===== config.mk =====
export PLATFORM = sky130hd
export DESIGN_NAME = imem_port_arbiter
export DESIGN_NICKNAME = d
export VERILOG_FILES = /design/src/rtl/imem_port_arbiter.sv
export SDC_FILE = /design/constraint.sdc
export NUM_CORES = 1
export LEC_CHECK = 0
export BUFFER_PORTS_ARGS = -buffer_cell sky130_fd_sc_hd__buf_2
export CAP_MARGIN = 20
export CORE_UTILIZATION = 45
export DETAILED_ROUTE_END_ITERATION = 10
export PLACE_DENSITY = 0.74
export SLEW_MARGIN = 0
export SYNTH_ARGS = -nofsm -noshare
export SYNTH_HDL_FRONTEND = slang
export SYNTH_SLANG_ARGS = --single-unit

===== constraint.sdc =====
create_clock -name clk -period 2.36 [get_ports clk]
set_input_delay 0.118 -clock clk [delete_from_list [all_inputs] [get_ports clk]]
set_output_delay 0.118 -clock clk [all_outputs]
set_load 0.03 [all_outputs]

===== src/rtl/imem_port_arbiter.sv =====
// Shares a byte-wide big-endian instruction memory between a fetch reader and a loader writer.
// Each 32-bit word moves as four MSB-first byte beats; bad addresses complete without memory access.
//
// state | meaning
// IDLE  | no transfer; arbitrate pending requests
// BEAT  | byte beat b = 0..3 on the memory port
// DONE  | one-cycle completion pulse for the granted requester
module imem_port_arbiter #(
   parameter int ADDR_W    = 32,
   parameter int MEM_BYTES = 100
) (
   input  logic              clk,
   input  logic              rst_n,
   input  logic              fetch_req,
   input  logic [ADDR_W-1:0] fetch_addr,
   output logic              fetch_done,
   output logic [31:0]       fetch_inst,
   output logic              fetch_err,
   input  logic              load_req,
   input  logic [ADDR_W-1:0] load_addr,
   input  logic [31:0]       load_data,
   output logic              load_done,
   output logic              load_err,
   output logic [ADDR_W-1:0] mem_addr,
   output logic              mem_we,
   output logic [7:0]        mem_wdata,
   input  logic [7:0]        mem_rdata
);

   typedef enum logic [1:0] {IDLE, BEAT, DONE} state_t;

   // One extra bit keeps the range compare from wrapping near the top of the address space.
   localparam logic [ADDR_W:0] LAST_BASE = (ADDR_W+1)'(MEM_BYTES - 4);

   state_t            state, state_nxt;
   logic [1:0]        b;
   logic              last_load;
   logic              cur_load;
   logic              err_q;
   logic [ADDR_W-1:0] base_q;
   logic [31:0]       wdata_q;
   logic [31:0]       shadow_q;

   logic              grant;
   logic              grant_load;
   logic [ADDR_W-1:0] grant_addr;
   logic              addr_err;

   always_comb begin
      grant      = (state == IDLE) && (fetch_req || load_req);
      grant_load = load_req && (!fetch_req || !last_load);
      grant_addr = grant_load ? load_addr : fetch_addr;
      addr_err   = (grant_addr[1:0] != 2'b00) || ({1'b0, grant_addr} > LAST_BASE);
   end

   always_comb begin
      state_nxt = state;
      case (state)
         IDLE:    if (grant) state_nxt = addr_err ? DONE : BEAT;
         BEAT:    if (b == 2'd3) state_nxt = DONE;
         DONE:    state_nxt = IDLE;
         default: state_nxt = IDLE;
      endcase
   end

   always_comb begin
      mem_addr   = '0;
      mem_we     = 1'b0;
      mem_wdata  = 8'h00;
      fetch_done = (state == DONE) && !cur_load;
      load_done  = (state == DONE) && cur_load;
      fetch_err  = fetch_done && err_q;
      load_err   = load_done && err_q;
      if (state == BEAT) begin
         mem_addr = base_q + ADDR_W'(b);
         mem_we   = cur_load;
         if (cur_load) begin
            case (b)
               2'd0:    mem_wdata = wdata_q[31:24];
               2'd1:    mem_wdata = wdata_q[23:16];
               2'd2:    mem_wdata = wdata_q[15:8];
               default: mem_wdata = wdata_q[7:0];
            endcase
         end
      end
   end

   always_ff @(posedge clk or negedge rst_n) begin
      if (!rst_n) begin
         state      <= IDLE;
         b          <= 2'd0;
         last_load  <= 1'b1;
         cur_load   <= 1'b0;
         err_q      <= 1'b0;
         base_q     <= '0;
         wdata_q    <= 32'h0;
         shadow_q   <= 32'h0;
         fetch_inst <= 32'h0;
      end else begin
         state <= state_nxt;
         if (grant) begin
            cur_load  <= grant_load;
            last_load <= grant_load;
            base_q    <= grant_addr;
            err_q     <= addr_err;
            b         <= 2'd0;
            if (grant_load) wdata_q <= load_data;
            if (!grant_load && addr_err) fetch_inst <= 32'h0;
         end
         if (state == BEAT) begin
            b <= b + 2'd1;
            if (!cur_load) begin
               case (b)
                  2'd0:    shadow_q[31:24] <= mem_rdata;
                  2'd1:    shadow_q[23:16] <= mem_rdata;
                  2'd2:    shadow_q[15:8]  <= mem_rdata;
                  default: shadow_q[7:0]   <= mem_rdata;
               endcase
               // Publish the full word on entry to DONE so it is valid alongside fetch_done.
               if (b == 2'd3) fetch_inst <= {shadow_q[31:8], mem_rdata};
            end
         end
      end
   end

endmodule

==> flow_summary.toml <==
[power_and_ir_drop]
finalPower_uw = 7590
p_per_area_nw_per_um2 = 814.0
power_leakage_uw = 0.004244
peakVddDrop_v = 0.0005153

[worst_setup_path]
reg2reg_slack_ns = 0.28
critical_path.startpoint_type = "flop"
crit_required_ns = 2.24
cp_slowest_cell = "or4b_4"
critPathKind = "reg2out"
cp_max_fo = 6
crit_arrival_ns = 2.56
cp_slowest_stage_delay_ns = 0.49
regToRegStartpoint = "b[0]"
cp_cell_sequence = "ha_4 > a21oi_2 > or4_4 > buf_6 > or4b_4 > a21oi_4 > buf_6"
end_kind = "output port"
timing.rr.end = "shadow_q[12]"
endpoint = "mem_addr[29]"
r2r_cells = 6
cpMostUsedCell = "buf_6"
cp-startpoint = "b[1]"

[clock_tree]
cts_buffers = 17
htree_levels = 4
clock_path_buffers = 2
clock_latency_ns = 0.42
cts_tree = "yes"
path_clk_slew_ns = 0.06
cts.sinks = 127
clockRootBuffer = "clkbuf_16"

[finish]
antenna_cells = 0
fillers = 1107
final_common_cell = "buf_2"
regArea_um2 = 3179
multi_input_area_um2 = 3413
synthToLayoutAreaGrowth_pct = 41.70
layout-drive-gt1-share_pct = 39.98
layout_common_cells = "buf_2 (161), dfrtp_1 (126), nor2_1 (63)"
nets = 1006

[die]
dieArea_um2 = 15110
initial_utilization_pct = 46.68
die_x_um = 122.9
die_h_um = 122.9
num_rows = 43
io_pins = 185
core_area_um2 = 14100

[drt]
drt_first_pass_iters = 6
postRouteAntennaNets = 0
drc_errors = 0
routedWlPerCell_um = 19.35
drt_iter0_drc = 483
totalWireLength_um = 20960
vias_per_cell = 5.817
vias = 6300

[synth]
yosysWarningCount = 0
synth.distinct_cells = 43
synth_fp_nets = 766
synth_area_per_cell_um2 = 10.11
synth_edf_count = 0
syn_inst = 651
ys_async_sr_fraction_pct = 100.0
ys_seq_area_share_pct = 48.32
ys_seq_elements = 127
syn-cell-area_um2 = 6580
yosys_most_used_dff = "dfrtp_1"

[timing]
hold_viol_final = 0
layout_min_cycle_time_ns = 2.677
tightest_slew_ns = 0.6223
fmax_ghz = 0.3736
rsz0062_at_grt = "yes"
fin_skew_ns = 0.008609
fin_ws_ns = -0.3168
finalCritPeriodShare_pct = 113.4
slew_headroom_pct = 58.51
setup_viol = 23
slew_violations = 0

[global_routing]
grt_pass1_vias = 5961
grt_max_degree = 53
antenna_found_initial = 0
grt.overflow.total = 0
grtUsageTotal_pct = 27.95
grt_pass1_wl_um = 31220

[min_path]
hp-class = "in2reg"

[place]
dp_hpwl_um = 13460
place.gp.congestion = 0.9109
pre_cts_ws_ns = -0.07308
port_buffers = 184

[outcome]
violations = "negative setup slack"
outcome = "finished, violations left"

[run]
drv_cap = 0
==> worst max-delay path: cells and delay by family, from the launching register on <==
| family | cells | cell delay (ns) |
|---|---|---|
| adders and majority gates | 1 | 0.28 |
| AOI/OAI and AO/OA | 2 | 0.20 |
| DFF | 1 | 0.41 |
| and+or+nand+nor | 2 | 0.94 |
| buffers and inverters | 2 | 0.30 |
==> layer usage <==
metal,vias to the layer above,GRT usage (%),routed length (µm)
met1,3054,33.81,8246
met3,47,5.304,1481
li1,2908,-,-
met4,0,12.20,686
met2,291,48.49,10550
met5,-,0,0
==> synthesized netlist by cell type, types with 8 or more instances <==
master	instances	share of area, %
o21ai_0	38	2.9
a222oi_1	8	1.2
nand3_1	43	3.3
or3_1	9	0.86
nand4_1	12	1.1
clkbuf_1	43	2.5
mux2i_1	33	5.0
nor2_1	63	3.6
dfrtp_1	126	48
a21oi_1	58	4.4
inv_1	8	0.46
mux2_2	57	9.8
nand2_1	16	0.91
a22oi_1	32	3.7
nor4_1	15	1.4
==> power breakdown <==
group | total [µW] | switching, µW | internal [µW]
logic | 1850 | 984 | 862
clock network | 2740 | 961 | 1780
registers | 3010 | 393 | 2610
==> how the worst min path moves through the flow <==
stage / start / end / slack [ns] / depth (start not counted)
3_3_place_gp: rst_n / fetch_inst[20] / 0.17 / 1
2_1_floorplan: rst_n / b[0] / -0.18 / 0
5_1_grt: mem_rdata[7] / shadow_q[15] / 0.03 / 2
3_5_place_dp: rst_n / shadow_q[20] / 0.17 / 1
6_report: load_addr[6] / base_q[6] / 0.03 / 3
4_1_cts: fetch_addr[4] / base_q[4] / 0.02 / 3
==> logic make-up (layout without fill, tap and decap cells) <==
family | after synthesis | after routing | share of synthesized area, %
AO/OA/AOI/OAI | 160 | 160 | 15.00
buffers and inverters | 59 | 311 | 3.442
AND/OR/NAND/NOR | 197 | 197 | 15.55
flip-flops | 127 | 127 | 48.32
multiplexers | 90 | 90 | 14.77
XOR/XNOR | 11 | 11 | 1.464
adder cells (fa/ha/maj) | 7 | 7 | 1.445
==> registers in the layout, indices dropped and copies added (netlist names) <==
signal and flops:
state 2, cur_load 1, shadow_q 24, err_q 1, base_q 32, b 2, wdata_q 32, fetch_inst 32
last_load 1
==> area by class of cell <==
cell class              instances  share of cell area (%)
well taps                     180                   2.415
clock inverters                12                   1.798
inverters                       8                  0.3221
repair buffers                272                   20.01
multi-input cells             465                   36.61
flip-flops and latches        127                   34.10
clock buffers                  19                   4.750
==> per-stage QoR <==
stage	cell area, µm²	cells	hold WS, ns	TNS (ns)	util, %
floorplan	6670	651	-0.1776	-0.09323	-
global placement	8049	1010	0.1717	-0.1181	57.10
detailed placement	8049	1010	0.1689	-0.3091	57.10
CTS	9216	1081	0.02159	-4.652	65.38
global route	9324	1083	0.03246	-6.575	66.15
finish	9324	1083	0.03247	-4.129	66.15
==> what timing repair did <==
action	in CTS	in global routing
pin swaps	11	15
setup endpoints to repair	23	31
setup buffers	3	1
resized for setup	47	25
hold buffers	37	0
hold endpoints to repair	83	0
cloned	0	1
No activity file was read; power rests on OpenSTA's default activity.
